$ cat config.mk
export PLATFORM = sky130hd
export DESIGN_NAME = seg7_scan_driver
export DESIGN_NICKNAME = d
export VERILOG_FILES = /design/src/rtl/seg7_pkg.sv /design/src/rtl/bcd_to_seg7.sv /design/src/rtl/seg7_scan_driver.sv
export SDC_FILE = /design/constraint.sdc
export NUM_CORES = 1
export LEC_CHECK = 0
export ABC_AREA = 1
export CORE_ASPECT_RATIO = 0.7
export CORE_MARGIN = 3
export CORE_UTILIZATION = 30
export DETAILED_ROUTE_END_ITERATION = 16
export PLACE_DENSITY = 0.51
export SYNTH_ARGS = -nofsm -noshare
export SYNTH_HDL_FRONTEND = slang
export SYNTH_HIERARCHICAL = 1
export SYNTH_SLANG_ARGS = --single-unit
$ cat constraint.sdc
create_clock -name clk -period 3.7 [get_ports clk]
set_input_delay 0.74 -clock clk [delete_from_list [all_inputs] [get_ports clk]]
set_output_delay 0.74 -clock clk [all_outputs]
set_load 0.02 [all_outputs]
$ cat src/rtl/seg7_pkg.sv
// Shared constants and types for the multiplexed 7-segment display driver.
// Segment patterns are active-high with bit 0 = segment a ... bit 6 = segment g.
package seg7_pkg;

  localparam int N_DIGITS = 4;

  localparam logic [6:0] SEG_0    = 7'h3F;
  localparam logic [6:0] SEG_1    = 7'h06;
  localparam logic [6:0] SEG_2    = 7'h5B;
  localparam logic [6:0] SEG_3    = 7'h4F;
  localparam logic [6:0] SEG_4    = 7'h66;
  localparam logic [6:0] SEG_5    = 7'h6D;
  localparam logic [6:0] SEG_6    = 7'h7D;
  localparam logic [6:0] SEG_7    = 7'h07;
  localparam logic [6:0] SEG_8    = 7'h7F;
  localparam logic [6:0] SEG_9    = 7'h6F;
  localparam logic [6:0] SEG_DASH = 7'h40;
  localparam logic [6:0] SEG_OFF  = 7'h00;

  typedef enum logic {
    GAP  = 1'b0,
    SHOW = 1'b1
  } state_e;

endpackage

$ cat src/rtl/bcd_to_seg7.sv
// Combinational BCD to 7-segment decoder, active-high segments.
// Non-BCD codes (10..15) show a single dash so bad data is visible on the display.
module bcd_to_seg7
  import seg7_pkg::*;
(
  input  logic [3:0] bcd_i,
  output logic [6:0] seg_o
);

  // Map each digit to its segment pattern
  always_comb begin
    seg_o = SEG_DASH;
    case (bcd_i)
      4'd0:    seg_o = SEG_0;
      4'd1:    seg_o = SEG_1;
      4'd2:    seg_o = SEG_2;
      4'd3:    seg_o = SEG_3;
      4'd4:    seg_o = SEG_4;
      4'd5:    seg_o = SEG_5;
      4'd6:    seg_o = SEG_6;
      4'd7:    seg_o = SEG_7;
      4'd8:    seg_o = SEG_8;
      4'd9:    seg_o = SEG_9;
      default: seg_o = SEG_DASH;
    endcase
  end

endmodule

$ cat src/rtl/seg7_scan_driver.sv
// Four-digit multiplexed 7-segment scan driver.
// Each digit slot is REFRESH_DIV cycles: GAP_CYC cycles with every anode off
// (anti-ghosting), then the digit is shown. Inputs are snapshotted once per
// frame at the start of slot 0 so a frame never mixes old and new values.
module seg7_scan_driver
  import seg7_pkg::*;
#(
  parameter int REFRESH_DIV    = 50000,
  parameter int GAP_CYC        = 500,
  parameter bit AN_ACTIVE_LOW  = 1'b1,
  parameter bit SEG_ACTIVE_LOW = 1'b1
) (
  input  logic       clk,
  input  logic       rst,
  input  logic [3:0] Qdata3,
  input  logic [3:0] Qdata2,
  input  logic [3:0] Qdata1,
  input  logic [3:0] Qdata0,
  input  logic [3:0] dp_mask,
  input  logic       blank_en,
  output logic [3:0] an,
  output logic [6:0] seg,
  output logic       dp,
  output logic [1:0] digit_sel,
  output logic       frame_done,
  output logic       err_bcd
);

  localparam int              CNT_W    = $clog2(REFRESH_DIV);
  localparam logic [CNT_W-1:0] CNT_LAST = CNT_W'(REFRESH_DIV - 1);
  localparam logic [CNT_W-1:0] GAP_LAST = CNT_W'(GAP_CYC - 1);

  // XOR masks that turn active-high values into the pin polarity
  localparam logic [3:0] AN_POL  = AN_ACTIVE_LOW  ? 4'hF  : 4'h0;
  localparam logic [6:0] SEG_POL = SEG_ACTIVE_LOW ? 7'h7F : 7'h00;
  localparam logic       DP_POL  = SEG_ACTIVE_LOW;

  localparam logic [3:0] AN_IDLE  = 4'h0 ^ AN_POL;
  localparam logic [6:0] SEG_IDLE = SEG_OFF ^ SEG_POL;
  localparam logic       DP_IDLE  = 1'b0 ^ DP_POL;

  // True when any snapshot digit is outside 0..9
  function automatic logic any_nonbcd(input logic [N_DIGITS-1:0][3:0] d);
    logic r;
    r = 1'b0;
    for (int i = 0; i < N_DIGITS; i++) begin
      if (d[i] > 4'd9) r = 1'b1;
    end
    return r;
  endfunction

  state_e                     state_q, state_d;
  logic [CNT_W-1:0]           cnt_q, cnt_d;
  logic [1:0]                 idx_q, idx_d;
  logic [N_DIGITS-1:0][3:0]   snap_dig_q, snap_dig_d;
  logic [3:0]                 snap_dp_q, snap_dp_d;
  logic                       snap_blank_q, snap_blank_d;
  logic [3:0]                 an_q, an_d;
  logic [6:0]                 seg_q, seg_d;
  logic                       dp_q, dp_d;
  logic                       fd_q, fd_d;
  logic                       err_q, err_d;

  logic                       capture;
  logic                       slot_end;
  logic                       show_start;
  logic [N_DIGITS-1:0][3:0]   view_dig;
  logic [3:0]                 view_dp;
  logic                       view_blank;
  logic [3:0]                 blank_vec;
  logic [3:0]                 cur_dig;
  logic [6:0]                 cur_seg;

  // Slot timing events and the values seen by the digit about to be shown.
  // On the capture cycle the fresh inputs are forwarded so a first SHOW that
  // coincides with capture (GAP_CYC == 1) already uses the new frame.
  always_comb begin
    capture    = (state_q == GAP) && (idx_q == 2'd0) && (cnt_q == '0);
    slot_end   = (cnt_q == CNT_LAST);
    show_start = (state_q == GAP) && (cnt_q == GAP_LAST);
    view_dig   = capture ? {Qdata3, Qdata2, Qdata1, Qdata0} : snap_dig_q;
    view_dp    = capture ? dp_mask  : snap_dp_q;
    view_blank = capture ? blank_en : snap_blank_q;
    blank_vec[3] = view_blank   && (view_dig[3] == 4'd0);
    blank_vec[2] = blank_vec[3] && (view_dig[2] == 4'd0);
    blank_vec[1] = blank_vec[2] && (view_dig[1] == 4'd0);
    blank_vec[0] = 1'b0;
    cur_dig    = view_dig[idx_q];
  end

  bcd_to_seg7 u_dec (
    .bcd_i (cur_dig),
    .seg_o (cur_seg)
  );

  // Next-state for slot counter, FSM, snapshot and registered outputs
  always_comb begin
    cnt_d        = slot_end ? '0 : cnt_q + CNT_W'(1);
    idx_d        = slot_end ? idx_q + 2'd1 : idx_q;
    state_d      = state_q;
    an_d         = an_q;
    seg_d        = seg_q;
    dp_d         = dp_q;
    snap_dig_d   = snap_dig_q;
    snap_dp_d    = snap_dp_q;
    snap_blank_d = snap_blank_q;
    fd_d         = slot_end && (idx_q == 2'd3);
    err_d        = any_nonbcd(snap_dig_q);

    if (capture) begin
      snap_dig_d   = {Qdata3, Qdata2, Qdata1, Qdata0};
      snap_dp_d    = dp_mask;
      snap_blank_d = blank_en;
    end

    if (slot_end) begin
      state_d = GAP;
      an_d    = AN_IDLE;
      seg_d   = SEG_IDLE;
      dp_d    = DP_IDLE;
    end else if (show_start) begin
      state_d = SHOW;
      if (blank_vec[idx_q]) begin
        an_d  = AN_IDLE;
        seg_d = SEG_IDLE;
        dp_d  = DP_IDLE;
      end else begin
        an_d  = (4'b0001 << idx_q) ^ AN_POL;
        seg_d = cur_seg ^ SEG_POL;
        dp_d  = view_dp[idx_q] ^ DP_POL;
      end
    end
  end

  // State and output registers with synchronous reset
  always_ff @(posedge clk) begin
    if (rst) begin
      state_q      <= GAP;
      cnt_q        <= '0;
      idx_q        <= 2'd0;
      snap_dig_q   <= '0;
      snap_dp_q    <= 4'h0;
      snap_blank_q <= 1'b0;
      an_q         <= AN_IDLE;
      seg_q        <= SEG_IDLE;
      dp_q         <= DP_IDLE;
      fd_q         <= 1'b0;
      err_q        <= 1'b0;
    end else begin
      state_q      <= state_d;
      cnt_q        <= cnt_d;
      idx_q        <= idx_d;
      snap_dig_q   <= snap_dig_d;
      snap_dp_q    <= snap_dp_d;
      snap_blank_q <= snap_blank_d;
      an_q         <= an_d;
      seg_q        <= seg_d;
      dp_q         <= dp_d;
      fd_q         <= fd_d;
      err_q        <= err_d;
    end
  end

  assign an         = an_q;
  assign seg        = seg_q;
  assign dp         = dp_q;
  assign digit_sel  = idx_q;
  assign frame_done = fd_q;
  assign err_bcd    = err_q;

endmodule

======== Word-level counts from Yosys, hierarchy flattened ========
Memories as Yosys holds them, arrays and structs flattened.
Cells that the tools add are included.
word-level totals
  input bits .............................. 23
  ROM bits ................................ 112
  logic and storage cells ................. 59
  memories ................................ 1
  output and inout port bits .............. 16
  bits in registers ....................... 54
memories
  name              depth  bits a word  rd ports  clocked after Yosys merged registers in  wr ports  RTL line           text
  (name not given)  16     7            1         0                                        0         bcd_to_seg7.sv:13  case (bcd_i)
cells by class
  reduce and logical (&&, ||, !) cells .... 13
  add/sub/neg operators ................... 2
  eq/ne operators ......................... 3
  $lt $le $gt $ge ......................... 5
  muxes and demuxes ....................... 16
  shift operators ......................... 1
  bitwise logic cells ..................... 4
operator list
  cell                                                   count
  adder 16 x 1 -> 16 bit (second input constant)         1
  equality test 16 bit (second input constant)           1
  equality test 16 x 9 -> 1 bit (second input constant)  1
  greater-than comparator 4 bit (second input constant)  4
  zero test 16 bit                                       1
  two-way mux 16 bit                                     1
  zero test 4 bit                                        3
  two-way mux 4 bit                                      3
  binary-select mux 4 bit (select 2 bit)                 1
  two-way mux 1 bit                                      8
  logical AND 1 bit                                      7
  two-way mux 7 bit                                      1
  inverter 7 bit                                         1
  binary-select mux 1 bit (select 2 bit)                 2
  inverter 4 bit                                         1
  left shift 1 x 2 -> 4 bit (first input constant)       1
  < comparator 2 x 3 -> 1 bit (second input constant)    1
  adder 2 x 1 -> 2 bit (second input constant)           1
  equality test 2 bit (second input constant)            1
  zero test 2 bit                                        1
  inverter 1 bit                                         2
  OR reduction 2 bit                                     1

======== Depth between registers and ports, before layout ========
  word-level depth ........................ 11
  mapped depth ............................ 23
  gate-level depth less buffers ........... 23

======== Modules after synthesis ========
Netlist, hierarchy kept.
modules (own cells, without submodules)
  module            area an instance (um^2)  seq. area each (um^2)  instances  cells an instance
  seg7_scan_driver  2631.3                   1081.0                 1          372
  bcd_to_seg7       192.7                    0.0                    1          36

======== Least setup slack after synthesis ========
Ideal clock, no wire load.
  path type ............................... flip-flop to flip-flop
  start point ............................. register idx_q[0] (netlist: digit_sel[0])
  end point ............................... register seg_q[3] (netlist: seg[3])
  library setup time ...................... 0.115 ns
  cell stages (with the launch flop) ...... 19
  clock period less this slack ............ 2.887 ns
  arrival time ............................ 2.772 ns
  buffers on the path ..................... 1
  required time ........................... 3.585 ns
  path slack .............................. 0.813 ns
  path through ............................ dfxtp_1 inv_1 clkbuf_1 ha_1 nand3_1 nor2_4 nand2_4 o21ai_0 inv_1 o221ai_1 inv_1 ha_1 nand2_1 nand2_1 nand2_1 nand2_1 nand2_2 nand2_1 nand2_1
between the ends
  elaborated cells between the ends (all ways) .. 18
  classes of those cells .................. mux: 7; bitwise: 1; reduce/logical: 9; memory: 1
RTL lines
  item                                         RTL line                 text
  start, declared                              seg7_scan_driver.sv:54   logic [1:0] idx_q, idx_d;
  start signal, assigned                       seg7_scan_driver.sv:152  idx_q <= idx_d;
  zero test 2 bit                              seg7_scan_driver.sv:78   capture = (state_q == GAP) && (idx_q == 2'd0) && (cnt_q == '0);
  logical AND 1 bit (2 in a row)               seg7_scan_driver.sv:78
  two-way mux 16 bit                           -
  binary-select mux 4 bit (select 2 bit) (*)   seg7_scan_driver.sv:88   cur_dig = view_dig[idx_q];
  two-way mux 4 bit (implied by the code) (*)  seg7_scan_driver.sv:88
  via cur_dig[1]                               seg7_scan_driver.sv:71   logic [3:0] cur_dig;
  memory (16 x 7 bit) (*)                      -
  via cur_seg[3]                               seg7_scan_driver.sv:72   logic [6:0] cur_seg;
  inverter 7 bit (no source line) (*)          -
  two-way mux 7 bit (*)                        seg7_scan_driver.sv:123  if (blank_vec[idx_q]) begin
  end signal, assigned                         seg7_scan_driver.sv:157  seg_q <= seg_d;
  end, declared                                seg7_scan_driver.sv:59   logic [6:0] seg_q, seg_d;
Mark *: on every way through the listed nets, which the timed path passes. The rest lies on a longest branch. The select of a mux whose other input is x is not followed.
A chain may end at the register's enable or synchronous reset.

======== Final worst setup path ========
Same ends and word-level chain as after synthesis.

==> out/results.env <==
RUN_STATUS='finished, final reports clean'
POWER.NET_SWITCHING_uW=398
ASYNCSETRESETFLOPFRACSYNTH_PCT=0
SHARE_CLK_OF_TOTAL_POWER_PCT=37.7
PRE_CTS_SLACK_PS=417
CTS_MADE_BUFFERS=5
POST_SYNTH_NUM_CELL_TYPES=32
GP_ROUTABILITY_CONGESTION=0.860
R2R.WORST_PATH.CELLS=17
CTS-ROOT-TO-SINK-BUFFERS=2
DRT-PASS1-ITER-COUNT=4
WORSTMARGINPINSLEW_PS=1210
GRT_USE_TOTAL_PCT=14.4
CP_DATA_ARRIVAL_TIME_PS=3470
GRT_ANTENNA_BEFORE_REPAIR=0
SYNTH.AREA.TOP_CELLS='sky130_fd_sc_hd__dfxtp_1 (38%), sky130_fd_sc_hd__nand2_1 (15%), sky130_fd_sc_hd__inv_1 (6.1%)'
TIMING.MAX_SLEW.REL_SLACK_PCT=19.0
CP-END-KIND='register'
POWER_PER_CELL_AREA_mW_PER_MM2=411
FP.DIEH_UM=87.2
POST_SYNTH.CELL_AREA_AVG_UM2=6.92
CLOCK.FMAX_MHz=305
ROUTED-VIA-COUNT=2581
POST_CTS_BUFFERS=0
FILLER_CELL_COUNT=915
CTS.SINK_COUNT=54
SYNTH_ENABLE_FLOP_CELLS=0
SYN_INST=408
P_INT_mW=1.03
SYNTH_COMMONEST_CELLS='sky130_fd_sc_hd__nand2_1 (111), sky130_fd_sc_hd__dfxtp_1 (54), sky130_fd_sc_hd__inv_1 (46), sky130_fd_sc_hd__nor2_1 (42), sky130_fd_sc_hd__a21oi_1 (29)'
REPORT.FINAL.HOLD_VIOL_COUNT=0
FINALNETCOUNT=480
DRC_ERRORS=0
ROUTE.DETAILED.VIAS_PER_INST=4.56
STARTPOINT_TYPE_OF_THE_WORST_SETUP_PATH='register'
SYNTHMOSTINSTANTIATEDCELL='sky130_fd_sc_hd__nand2_1'
FINALSETUPTNS_PS=0
PEAKVDDDROP_uV=144
LAYOUT-DRIVE-GT1-SHARE_PCT=10.3
SYN-NUM-NETS=443
SETUP.WORST_PATH.CLASS='reg2reg'
GRT_SETUP_UNREPAIRED='false'
FINAL_MIN_PERIOD_OVER_CLOCK_PERIOD_PCT=88.7
WORST-PATH-MAX-FANOUT=18
HOLDPATHSTAGES=1
SYNTH-SEQ-CELLS=54
CLK-INSERTION-DELAY-LATE_PS=300
PORTBUFFERS=38
INITIAL_UTILIZATION_PCT=32.1
FP.DIEW_UM=122
POST-ROUTE-CELL-AREA_MM2=0.00348
FINCLKSKEW_PS=7.98
YOSYSTOPAREACELL='sky130_fd_sc_hd__dfxtp_1'
WORST_HOLD_CLASS='reg2reg'
POWER.SWITCHING_FRACTION_PCT=27.8
MAX_CAPACITANCE_VIOLATION_COUNT=0
SYNTH_TOP_FLOP_CELL='sky130_fd_sc_hd__dfxtp_1'
SHARE_SEQ_OF_TOTAL_POWER_PCT=43.3
FINAL_WORST_SLACK_PS=418
ANT_NETS=0
GRT.OVERFLOW.TOTAL=0
SYNTH_SEQUENTIAL_AREA_RATIO_PCT=38.3
LAYOUT_MIN_CYCLE_TIME_PS=3280
FINAL_MAX_SLEW_VIOL_COUNT=0
DESIGN.DIE.AREA_MM2=0.0106
DIODES=0
INSTANCES_NO_FILL=566
VIA_COUNT_OF_THE_FIRST_GLOBAL_ROUTING_PASS=2385
WIRE_LENGTH_OF_THE_FIRST_GLOBAL_ROUTING_PASS_UM=12100
REPORT.FINAL.SETUP_VIOL=0
CTSROOTBUFFERMASTER='sky130_fd_sc_hd__clkbuf_16'
MAXIMUM_NUMBER_OF_PINS_ON_ONE_NET_BEFORE_GLOBAL_ROUTE_REPAIR=26
FINALCOREUTILIZATION_PCT=39.6
P_LEAK_nW=1.51
CORE_MM2=0.00879
HOLD_BUFFERS=0
CTS_TREE='yes'
CELL_AREA_SYNTH_MM2=0.00282
POST_DRT_WL_PER_CELL_UM=12.8
COMB_POWER_SHARE_PCT=18.9
PLACE_HPWL_UM=5450
DPL-INSTANCE-AREA_MM2=0.00331
IOS=39
SYN2LAYOUT_AREA_GROWTH_PCT=23.3
DRT_ITER0_DRC=160
SYNTHESIS.YOSYS.WARNINGS=6
CTS-HTREE-LEVELS=2
TOTALWIRELENGTH_UM=7250
POST-PLACE-CELLS=558
CRIT_REQUIRED_PS=3890
CTS.REPORTEDPATHS.CLKPINSLEW_PS=70
STD_CELL_ROWS=28
SYNTH_TOP_AREA_SHARE_PCT=38.3
CTS-RESIZED-GATES=0
cell type report:
type	count	area [um2]	share of cell area, %
multi-input cells	290	1480	42.6
flip-flops and latches	54	1080	31.0
repair buffers	40	395	11.4
inverters	54	203	5.82
well taps	120	150	4.31
clock buffers	5	125	3.59
clock inverters	3	43.8	1.26
registers in the layout (all words and copies together), names as in the netlist:
register and cells:
an 4, cnt_q 16, digit_sel 2, dp 1
err_bcd 1, frame_done 1, seg 7, snap_blank_q 1
snap_dig_q 16, snap_dp_q 4, state_q 1
worst max-delay path, cell delays in order (launching register included):
cell                       delay [ps]
sky130_fd_sc_hd__dfxtp_1          390
sky130_fd_sc_hd__inv_1            320
sky130_fd_sc_hd__ha_1             270
sky130_fd_sc_hd__nand3_1          130
sky130_fd_sc_hd__nor2_4           240
sky130_fd_sc_hd__nand2_4          180
sky130_fd_sc_hd__o21ai_0          270
sky130_fd_sc_hd__inv_1             90
sky130_fd_sc_hd__o221ai_1         360
sky130_fd_sc_hd__inv_1            190
sky130_fd_sc_hd__ha_1             310
sky130_fd_sc_hd__nand2_1           60
sky130_fd_sc_hd__nand2_1           80
sky130_fd_sc_hd__nand2_1           40
sky130_fd_sc_hd__nand2_1           70
sky130_fd_sc_hd__nand2_2           50
sky130_fd_sc_hd__nand2_1           60
sky130_fd_sc_hd__nand2_1           50
cell usage in the layout, fill, tap and decap left out, types with 2 or more instances in the layout:
cell                              netlist  final
sky130_fd_sc_hd__or2_2                  2      2
sky130_fd_sc_hd__inv_2                  7      7
sky130_fd_sc_hd__nor2_2                 8      8
sky130_fd_sc_hd__o21ai_1                2      2
sky130_fd_sc_hd__inv_1                 46     46
sky130_fd_sc_hd__o211ai_1               4      4
sky130_fd_sc_hd__ha_1                  12     12
sky130_fd_sc_hd__dfxtp_1               54     54
sky130_fd_sc_hd__clkbuf_16              0      5
sky130_fd_sc_hd__buf_4                  1      2
sky130_fd_sc_hd__a211oi_1               2      2
sky130_fd_sc_hd__nor2_1                42     42
sky130_fd_sc_hd__nand2_2               10     10
sky130_fd_sc_hd__nor3_1                 5      5
sky130_fd_sc_hd__nor3b_1                3      3
sky130_fd_sc_hd__o221ai_1               3      3
sky130_fd_sc_hd__nand2_1              111    111
sky130_fd_sc_hd__clkdlybuf4s50_1        0     38
sky130_fd_sc_hd__nor2_4                 2      2
sky130_fd_sc_hd__o21ai_0               12     12
sky130_fd_sc_hd__nor4_1                 2      2
sky130_fd_sc_hd__a21oi_1               29     29
sky130_fd_sc_hd__nand4_1                4      4
sky130_fd_sc_hd__nand3_1               25     25
sky130_fd_sc_hd__mux2i_1                2      2
sky130_fd_sc_hd__nand3_2                5      5
logic make-up after synthesis:
kind of cell | count (synthesis) | share of synthesized area [%]
DFF | 54 | 38.3
buffers and inverters | 64 | 9.17
muxes | 2 | 0.709
AOI/OAI and AO/OA | 56 | 11.3
and+or+nand+nor | 220 | 35.2
adders and majority gates | 12 | 5.32
final timing paths:
check                            start                  end  slack, ps
max          digit_sel[0]$_SDFFE_PP0P_  seg[3]$_SDFFE_PP1P_        420
min                cnt_q[0]$_SDFF_PP0_  cnt_q[0]$_SDFF_PP0_        470
max reg2reg  digit_sel[0]$_SDFFE_PP0P_  seg[3]$_SDFFE_PP1P_        420
min reg2reg        cnt_q[0]$_SDFF_PP0_  cnt_q[0]$_SDFF_PP0_        470
power groups by stage:
stage	clock [mW]	combinational, mW	sequential (mW)
2_1_floorplan	0	0.197	0.632
3_3_place_gp	0	0.274	0.634
3_5_place_dp	0	0.270	0.634
4_1_cts	0.560	0.272	0.620
5_1_grt	0.582	0.311	0.624
6_report	0.540	0.271	0.620
metrics by stage:
| step | hold WS, ps | power, mW |
|---|---|---|
| after global routing | 500 | 1.52 |
| after detailed placement | 453 | 0.903 |
| final | 469 | 1.43 |
| after floorplan | 430 | 0.829 |
| after global placement | 449 | 0.908 |
| after CTS | 476 | 1.45 |
layer usage:
metal,global-route usage (%),up-vias,routed length (um)
met2,19.3,70,2680
met4,4.37,0,81
li1,-,1374,-
met3,3.44,8,509
met1,22.4,1129,3980
met5,0,-,0
No activity file was read; power rests on OpenSTA's default activity.
